## src/rtl/mem_phase_controller_pkg.sv

```systemverilog
// Shared phase encoding and width defaults for the memory phase controller.
// CPU/UART debug decoders import this so phase numbers stay consistent.
package mem_phase_controller_pkg;

  localparam int ADDR_W_DEF       = 16;
  localparam int DATA_W_DEF       = 16;
  localparam int DRAIN_CYCLES_DEF = 2;
  localparam int TIMEOUT_W_DEF    = 24;

  typedef logic [2:0] phase_t;

  localparam logic [2:0] PH_LOAD  = 3'd0;
  localparam logic [2:0] PH_START = 3'd1;
  localparam logic [2:0] PH_RUN   = 3'd2;
  localparam logic [2:0] PH_DRAIN = 3'd3;
  localparam logic [2:0] PH_DUMP  = 3'd4;
  localparam logic [2:0] PH_DONE  = 3'd5;

endpackage

```

## src/rtl/mem_phase_controller_if.sv

```systemverilog
// Bus bundle between the phase controller and the CPU/UART/RAM side.
// The master modport is the controller (it owns the RAM port).
interface mem_phase_controller_if #(
  parameter int ADDR_W = 16,
  parameter int DATA_W = 16
);
  logic              uart_load_done;
  logic              cpu_end;
  logic [ADDR_W-1:0] uart_addr;
  logic [DATA_W-1:0] uart_wdata;
  logic              uart_we;
  logic              uart_rd_req;
  logic [ADDR_W-1:0] cpu_addr;
  logic [DATA_W-1:0] cpu_wdata;
  logic              cpu_we;
  logic [DATA_W-1:0] ram_rdata;
  logic [ADDR_W-1:0] ram_addr;
  logic [DATA_W-1:0] ram_wdata;
  logic              ram_we;
  logic [DATA_W-1:0] cpu_rdata;
  logic [DATA_W-1:0] uart_rdata;
  logic              uart_rd_valid;
  logic              cpu_run;
  logic              cpu_start;
  logic [2:0]        phase;
  logic              timeout;

  modport master (
    input  uart_load_done, cpu_end, uart_addr, uart_wdata, uart_we, uart_rd_req,
    input  cpu_addr, cpu_wdata, cpu_we, ram_rdata,
    output ram_addr, ram_wdata, ram_we, cpu_rdata, uart_rdata, uart_rd_valid,
    output cpu_run, cpu_start, phase, timeout
  );

  modport slave (
    output uart_load_done, cpu_end, uart_addr, uart_wdata, uart_we, uart_rd_req,
    output cpu_addr, cpu_wdata, cpu_we, ram_rdata,
    input  ram_addr, ram_wdata, ram_we, cpu_rdata, uart_rdata, uart_rd_valid,
    input  cpu_run, cpu_start, phase, timeout
  );

endinterface

```

## src/rtl/mem_phase_controller_phase_watchdog.sv

```systemverilog
// Saturating RUN-phase watchdog: clear dominates, counts while enabled,
// and sticks at all-ones where expired is raised.
module phase_watchdog #(
  parameter int TIMEOUT_W = 24
) (
  input  logic clk,
  input  logic reset,
  input  logic clr,
  input  logic en,
  output logic expired
);

  logic [TIMEOUT_W-1:0] cnt_q;
  logic [TIMEOUT_W-1:0] cnt_d;

  assign expired = &cnt_q;

  // next count
  always_comb begin
    cnt_d = cnt_q;
    if (clr) begin
      cnt_d = '0;
    end else if (en && !expired) begin
      cnt_d = cnt_q + TIMEOUT_W'(1);
    end else begin
      cnt_d = cnt_q;
    end
  end

  // counter register
  always_ff @(posedge clk) begin
    if (reset) begin
      cnt_q <= '0;
    end else begin
      cnt_q <= cnt_d;
    end
  end

endmodule

```

## src/rtl/mem_phase_controller.sv

```systemverilog
// Single-port RAM arbiter and system phase sequencer (LOAD/START/RUN/DRAIN/DUMP/DONE).
// Interface widths must match ADDR_W/DATA_W.
module mem_phase_controller
  import mem_phase_controller_pkg::*;
#(
  parameter int ADDR_W       = ADDR_W_DEF,
  parameter int DATA_W       = DATA_W_DEF,
  parameter int DRAIN_CYCLES = DRAIN_CYCLES_DEF,
  parameter int TIMEOUT_W    = TIMEOUT_W_DEF,
  parameter int WDOG_EN      = 1
) (
  input  logic                  clk,
  input  logic                  reset,
  mem_phase_controller_if.master bus
);

  localparam int DRAIN_W = (DRAIN_CYCLES > 1) ? $clog2(DRAIN_CYCLES) : 1;
  localparam logic [DRAIN_W-1:0] DRAIN_LAST = DRAIN_W'(DRAIN_CYCLES - 1);

  phase_t            phase_q, phase_d;
  logic              ld_q;
  logic              timeout_q, timeout_d;
  logic [DRAIN_W-1:0] drain_q, drain_d;
  logic [ADDR_W-1:0] addr_q;
  logic [DATA_W-1:0] wdata_q;
  logic              rd_pend_q, rd_pend_d;
  logic [DATA_W-1:0] uart_rdata_q, uart_rdata_d;
  logic [ADDR_W-1:0] ram_addr_s;
  logic [DATA_W-1:0] ram_wdata_s;
  logic              ram_we_s;
  logic              wd_expired_s;
  logic              ld_rise_s, ld_fall_s;

  assign ld_rise_s = bus.uart_load_done && !ld_q;
  assign ld_fall_s = !bus.uart_load_done && ld_q;

  phase_watchdog #(.TIMEOUT_W(TIMEOUT_W)) u_wdog (
    .clk     (clk),
    .reset   (reset),
    .clr     (phase_q != PH_RUN),
    .en      (phase_q == PH_RUN),
    .expired (wd_expired_s)
  );

  // RAM port owner mux; reset suppresses any write already on the bus
  always_comb begin
    ram_addr_s  = addr_q;
    ram_wdata_s = wdata_q;
    ram_we_s    = 1'b0;
    if (reset) begin
      ram_addr_s  = '0;
      ram_wdata_s = '0;
      ram_we_s    = 1'b0;
    end else begin
      case (phase_q)
        PH_LOAD: begin
          ram_addr_s  = bus.uart_addr;
          ram_wdata_s = bus.uart_wdata;
          ram_we_s    = bus.uart_we;
        end
        PH_RUN: begin
          ram_addr_s  = bus.cpu_addr;
          ram_wdata_s = bus.cpu_wdata;
          ram_we_s    = bus.cpu_we;
        end
        PH_DUMP: begin
          ram_addr_s  = bus.uart_addr;
        end
        default: begin
          ram_we_s    = 1'b0;
        end
      endcase
    end
  end

  // phase sequencing, drain timing and watchdog abort
  always_comb begin
    phase_d   = phase_q;
    timeout_d = timeout_q;
    drain_d   = drain_q;
    case (phase_q)
      PH_LOAD: begin
        if (ld_rise_s) begin
          phase_d = PH_START;
        end else begin
          phase_d = PH_LOAD;
        end
      end
      PH_START: begin
        phase_d = PH_RUN;
      end
      PH_RUN: begin
        // cpu_end outranks a simultaneous watchdog expiry
        if (bus.cpu_end) begin
          phase_d = PH_DRAIN;
          drain_d = '0;
        end else if ((WDOG_EN != 0) && wd_expired_s) begin
          phase_d   = PH_DRAIN;
          drain_d   = '0;
          timeout_d = 1'b1;
        end else begin
          phase_d = PH_RUN;
        end
      end
      PH_DRAIN: begin
        if (drain_q == DRAIN_LAST) begin
          phase_d = PH_DUMP;
        end else begin
          drain_d = drain_q + DRAIN_W'(1);
        end
      end
      PH_DUMP: begin
        if (ld_fall_s) begin
          phase_d = PH_DONE;
        end else begin
          phase_d = PH_DUMP;
        end
      end
      PH_DONE: begin
        phase_d = PH_DONE;
      end
      default: begin
        phase_d = PH_LOAD;
      end
    endcase
  end

  // dump read pipeline: valid one cycle after the request, data held afterwards
  always_comb begin
    rd_pend_d    = (phase_q == PH_DUMP) && bus.uart_rd_req;
    uart_rdata_d = rd_pend_q ? bus.ram_rdata : uart_rdata_q;
  end

  // state registers; load_done history is sampled during reset so a held level cannot fire
  always_ff @(posedge clk) begin
    if (reset) begin
      phase_q      <= PH_LOAD;
      ld_q         <= bus.uart_load_done;
      timeout_q    <= 1'b0;
      drain_q      <= '0;
      addr_q       <= '0;
      wdata_q      <= '0;
      rd_pend_q    <= 1'b0;
      uart_rdata_q <= '0;
    end else begin
      phase_q      <= phase_d;
      ld_q         <= bus.uart_load_done;
      timeout_q    <= timeout_d;
      drain_q      <= drain_d;
      addr_q       <= ram_addr_s;
      wdata_q      <= ram_wdata_s;
      rd_pend_q    <= rd_pend_d;
      uart_rdata_q <= uart_rdata_d;
    end
  end

  assign bus.ram_addr      = ram_addr_s;
  assign bus.ram_wdata     = ram_wdata_s;
  assign bus.ram_we        = ram_we_s;
  assign bus.cpu_rdata     = ((phase_q == PH_RUN) && !reset) ? bus.ram_rdata : '0;
  assign bus.uart_rd_valid = rd_pend_q && !reset;
  assign bus.uart_rdata    = (rd_pend_q && !reset) ? bus.ram_rdata : uart_rdata_q;
  assign bus.cpu_run       = (phase_q == PH_RUN) && !reset;
  assign bus.cpu_start     = (phase_q == PH_START) && !reset;
  assign bus.phase         = phase_q;
  assign bus.timeout       = timeout_q;

endmodule

```

## src/flat_wrapper.sv

```systemverilog
// flat-port wrapper written by rule: the top's interface ports become plain ports
module mem_phase_controller_flat import mem_phase_controller_pkg::*;
#(
  parameter int ADDR_W       = ADDR_W_DEF,
  parameter int DATA_W       = DATA_W_DEF,
  parameter int DRAIN_CYCLES = DRAIN_CYCLES_DEF,
  parameter int TIMEOUT_W    = TIMEOUT_W_DEF,
  parameter int WDOG_EN      = 1
)
  (clk, reset, bus_uart_load_done, bus_cpu_end, bus_uart_addr, bus_uart_wdata, bus_uart_we, bus_uart_rd_req, bus_cpu_addr, bus_cpu_wdata, bus_cpu_we, bus_ram_rdata, bus_ram_addr, bus_ram_wdata, bus_ram_we, bus_cpu_rdata, bus_uart_rdata, bus_uart_rd_valid, bus_cpu_run, bus_cpu_start, bus_phase, bus_timeout);
  mem_phase_controller_if #(.ADDR_W(ADDR_W), .DATA_W(DATA_W)) bus_i ();
  input  logic clk;
  input  logic reset;
  input wire logic [$bits(bus_i.uart_load_done)-1:0] bus_uart_load_done;
  input wire logic [$bits(bus_i.cpu_end)-1:0] bus_cpu_end;
  input wire logic [$bits(bus_i.uart_addr)-1:0] bus_uart_addr;
  input wire logic [$bits(bus_i.uart_wdata)-1:0] bus_uart_wdata;
  input wire logic [$bits(bus_i.uart_we)-1:0] bus_uart_we;
  input wire logic [$bits(bus_i.uart_rd_req)-1:0] bus_uart_rd_req;
  input wire logic [$bits(bus_i.cpu_addr)-1:0] bus_cpu_addr;
  input wire logic [$bits(bus_i.cpu_wdata)-1:0] bus_cpu_wdata;
  input wire logic [$bits(bus_i.cpu_we)-1:0] bus_cpu_we;
  input wire logic [$bits(bus_i.ram_rdata)-1:0] bus_ram_rdata;
  output wire logic [$bits(bus_i.ram_addr)-1:0] bus_ram_addr;
  output wire logic [$bits(bus_i.ram_wdata)-1:0] bus_ram_wdata;
  output wire logic [$bits(bus_i.ram_we)-1:0] bus_ram_we;
  output wire logic [$bits(bus_i.cpu_rdata)-1:0] bus_cpu_rdata;
  output wire logic [$bits(bus_i.uart_rdata)-1:0] bus_uart_rdata;
  output wire logic [$bits(bus_i.uart_rd_valid)-1:0] bus_uart_rd_valid;
  output wire logic [$bits(bus_i.cpu_run)-1:0] bus_cpu_run;
  output wire logic [$bits(bus_i.cpu_start)-1:0] bus_cpu_start;
  output wire logic [$bits(bus_i.phase)-1:0] bus_phase;
  output wire logic [$bits(bus_i.timeout)-1:0] bus_timeout;
  assign bus_i.uart_load_done = bus_uart_load_done;
  assign bus_i.cpu_end = bus_cpu_end;
  assign bus_i.uart_addr = bus_uart_addr;
  assign bus_i.uart_wdata = bus_uart_wdata;
  assign bus_i.uart_we = bus_uart_we;
  assign bus_i.uart_rd_req = bus_uart_rd_req;
  assign bus_i.cpu_addr = bus_cpu_addr;
  assign bus_i.cpu_wdata = bus_cpu_wdata;
  assign bus_i.cpu_we = bus_cpu_we;
  assign bus_i.ram_rdata = bus_ram_rdata;
  assign bus_ram_addr = bus_i.ram_addr;
  assign bus_ram_wdata = bus_i.ram_wdata;
  assign bus_ram_we = bus_i.ram_we;
  assign bus_cpu_rdata = bus_i.cpu_rdata;
  assign bus_uart_rdata = bus_i.uart_rdata;
  assign bus_uart_rd_valid = bus_i.uart_rd_valid;
  assign bus_cpu_run = bus_i.cpu_run;
  assign bus_cpu_start = bus_i.cpu_start;
  assign bus_phase = bus_i.phase;
  assign bus_timeout = bus_i.timeout;
  mem_phase_controller #(.ADDR_W(ADDR_W), .DATA_W(DATA_W), .DRAIN_CYCLES(DRAIN_CYCLES), .TIMEOUT_W(TIMEOUT_W), .WDOG_EN(WDOG_EN)) u_core (.clk(clk), .reset(reset), .bus(bus_i));
endmodule
```

## config.mk

```make
export PLATFORM = sky130hd
export DESIGN_NAME = mem_phase_controller_flat
export DESIGN_NICKNAME = d
export VERILOG_FILES = /design/src/rtl/mem_phase_controller_pkg.sv /design/src/rtl/mem_phase_controller_if.sv /design/src/rtl/mem_phase_controller_phase_watchdog.sv /design/src/rtl/mem_phase_controller.sv /design/src/flat_wrapper.sv
export SDC_FILE = /design/constraint.sdc
export NUM_CORES = 1
export LEC_CHECK = 0
export CAP_MARGIN = 20
export CORE_MARGIN = 3
export CORE_UTILIZATION = 40
export DETAILED_ROUTE_END_ITERATION = 7
export GPL_TIMING_DRIVEN = 0
export PLACE_DENSITY = 0.76
export SETUP_SLACK_MARGIN = 0.2
export SYNTH_ARGS = -nofsm -noshare
export SYNTH_HDL_FRONTEND = slang
export SYNTH_HIERARCHICAL = 1
export SYNTH_SLANG_ARGS = --single-unit
```

## constraint.sdc

```tcl
create_clock -name clk -period 1.95 [get_ports clk]
set_clock_uncertainty 0.1 [all_clocks]
set_input_delay 0.2925 -clock clk [delete_from_list [all_inputs] [get_ports clk]]
set_output_delay 0.2925 -clock clk [all_outputs]
set_load 0.01 [all_outputs]
```

==> impl_metrics.toml <==
[detailed_routing]
vias = 5355
final_antenna_net_count = 0
dr.max_layer_used = "met4"
wl_per_cell_um = 22.3
route.met2.wl_um = 9780
drt_first_iter_violations = 413
vias_per_cell = 6.09
wl_met3_um = 1740
m1WireLength_um = 7200
wirelength_um = 19600
first_pass_iters = 8
post-route-drc-count = 0

[clock_network]
cts_made_buffers = 9
clk_pin_slew_ns = 0.08
clk_latency_ns = 0.34
h-tree-depth = 3
cts.sinks = 79
cts_tree = "done"
cts_root_buf = "clkbuf_8"
cts_max_path_buffers = 2

[placement]
place_inst = 780
dp_hpwl_um = 9940
io_buffers = 158
pre_cts_ws_ns = -0.978
gp_congestion = 0.852
placed_area_um2 = 6040

[timing]
fin_ws_ns = -0.250
slew_headroom = 0.593
rsz0062_at_grt = "true"
setup_tns_ns = -10.95
period_share = 1.13
fmax_mhz = 455
worst_slew_pin_slew_ns = 0.611
finalHoldViolations = 0
min_period_ns = 2.20
timing.hold.ws_ns = 0.389
setup_viol = 88
drv_slew = 0

[final_layout]
mostFrequentLayoutCell = "clkdlybuf4s50_1"
layout-drive-gt1-share = 0.503
diodes = 0
areaGrowthSynthToFinish_pct = 90.5
layout.nets = 831
utilization = 0.805
stdcell_count = 880
final_cell_mix = "clkdlybuf4s50_1 (89), buf_6 (58), dfxtp_1 (57), buf_4 (55), nor2_1 (49)"
final_area_um2 = 8090

[power_and_ir_drop]
p_leak_nw = 3.31
fin_total_pwr_mw = 4.21
p_per_area_nw_per_um2 = 520
ir_drop_uv = 400

[synth]
synth-edff-count = 0
yosys.cell_types.count = 54
syn_area_um2 = 4250
synth_area_per_cell_um2 = 8.68
ys_warn_count = 6
ys.flop_type = "dfxtp_1"
syn_inst = 489
syn-num-nets = 577
synth_seq_cells = 79
yosysSeqAreaShare = 0.372
synth_async_sr_flop_share = 0

[worst_setup_path]
crit_fanout = 7
timing.rr.start = "u_core/bus.phase[1]$_SDFFE_PP0P_"
cp-startpoint = "u_core/bus.phase[1]$_SDFFE_PP0P_"
reg2reg_depth = 9
crit_required_ns = 2.08
critPathKind = "reg2reg"
r2r-end = "u_core/u_wdog/cnt_q[18]$_SDFFE_PP0P_"
worstSetupEndpointType = "flip-flop"
ff2ff_setup_slack_ns = -0.25
crit_end = "u_core/u_wdog/cnt_q[18]$_SDFFE_PP0P_"
crit_arrival_ns = 2.33
start_kind = "flip-flop"

[die]
die_x_um = 109
die_h_um = 109
row_count = 36
die_area_um2 = 11900
initial_core_util = 0.423
coreArea_um2 = 10000
ios = 159

[status]
run_status = "finished with violations"
violations = "setup timing"

[global_routing]
grt_pass1_vias = 4955
grtUsageTotal = 0.263
grt_pass1_wl_um = 24600
grt_overflow = 0
grt_max_degree = 13
antenna_found_initial = 0

[hold_path]
hold_class = "in2reg"

[run]
drv_cap = 0
-- registers in the layout, indices dropped and copies added, names as in the netlist --
signal and cells:
u_core/u_wdog/cnt_q 24, u_core/addr_q 16, u_core/uart_rdata_q 16, u_core/wdata_q 16, u_core/bus.phase 3, u_core/bus.timeout 1, u_core/drain_q 1, u_core/ld_q 1
u_core/rd_pend_q 1
-- layout make-up --
type                    instances  area, um2
plain buffers                  42        512
clock buffers                  12        155
clock inverters                 3       42.5
fillers                       544       1960
inverters                       5       25.0
multi-input cells             363       3320
flip-flops and latches         79       1640
well taps                     133        166
repair buffers                243       2230
-- critical path: stages (launching register included) --
cell and delay, ns:
dfxtp_2 0.35, buf_6 0.15, or3b_4 0.44, inv_4 0.08, and4_4 0.24, nand3_4 0.17, buf_12 0.18, nor4_4 0.14
xnor2_1 0.16, nor2_1 0.07
-- worst min path at each step --
stage,end,start,depth (start not counted),slack (ns)
after floorplan,u_core/ld_q$_DFF_P_,bus_uart_load_done,0,0.22
after global placement,u_core/bus.timeout$_SDFFE_PP0P_,u_core/bus.timeout$_SDFFE_PP0P_,2,0.36
after detailed placement,u_core/bus.timeout$_SDFFE_PP0P_,u_core/bus.timeout$_SDFFE_PP0P_,2,0.37
after CTS,u_core/ld_q$_DFF_P_,bus_uart_load_done,1,0.34
after global routing,u_core/ld_q$_DFF_P_,bus_uart_load_done,1,0.38
final,u_core/ld_q$_DFF_P_,bus_uart_load_done,1,0.39
-- synth_stat cells (all sizes together), types with 2 or more instances --
library cell | count | area (um2)
and3 | 5 | 31.3
dfxtp | 79 | 1580
buf | 29 | 165
o2111ai | 2 | 23.8
a211oi | 35 | 263
nand4 | 5 | 37.5
mux2i | 33 | 330
nor2b | 4 | 25.0
xor2 | 3 | 26.3
nor2 | 67 | 259
nor4 | 5 | 46.3
a2111oi | 2 | 30.0
a21oi | 10 | 57.6
or3 | 7 | 48.8
a21o | 2 | 15.0
xnor2 | 8 | 70.1
a22oi | 2 | 15.0
inv | 5 | 18.8
o211ai | 2 | 15.0
nand3 | 9 | 50.1
o22ai | 14 | 87.6
nand3b | 3 | 22.5
nor3 | 34 | 175
mux2 | 16 | 180
and4 | 5 | 43.8
o211a | 14 | 140
and2 | 19 | 119
or4 | 2 | 15.0
a31oi | 3 | 18.8
nand2 | 27 | 101
clkbuf | 13 | 48.8
o21ai | 15 | 86.3
or2 | 3 | 18.8
-- per-layer routing --
metal  vias up  track usage
met5         -            0
met4         0        0.129
met3        93       0.0562
met2       374        0.454
met1      2585        0.306
li1       2303            -
-- where the power goes --
part / internal [mW] / leakage, nW / switching [mW]
clock: 0.654 / 0.0985 / 0.596
sequential: 1.67 / 0.660 / 0.0529
combinational: 0.650 / 2.55 / 0.581
total: 2.98 / 3.31 / 1.23
-- cells by family after synthesis --
| group | synth area share |
|---|---|
| buf+inv | 0.0548 |
| mux | 0.120 |
| simple gates | 0.246 |
| compound gates | 0.181 |
| xor+xnor | 0.0227 |
| flops | 0.372 |
| fa+ha+maj | 0.00295 |
-- timing repair --
| action | CTS | global route |
|---|---|---|
| resized for setup | 503 | 139 |
| cloned | 6 | 4 |
| pin swaps | 38 | 45 |
| hold buffers | 0 | 0 |
| endpoints found under the setup margin | 105 | 94 |
| setup buffers | 41 | 34 |
(Power assumes the default switching activity.)
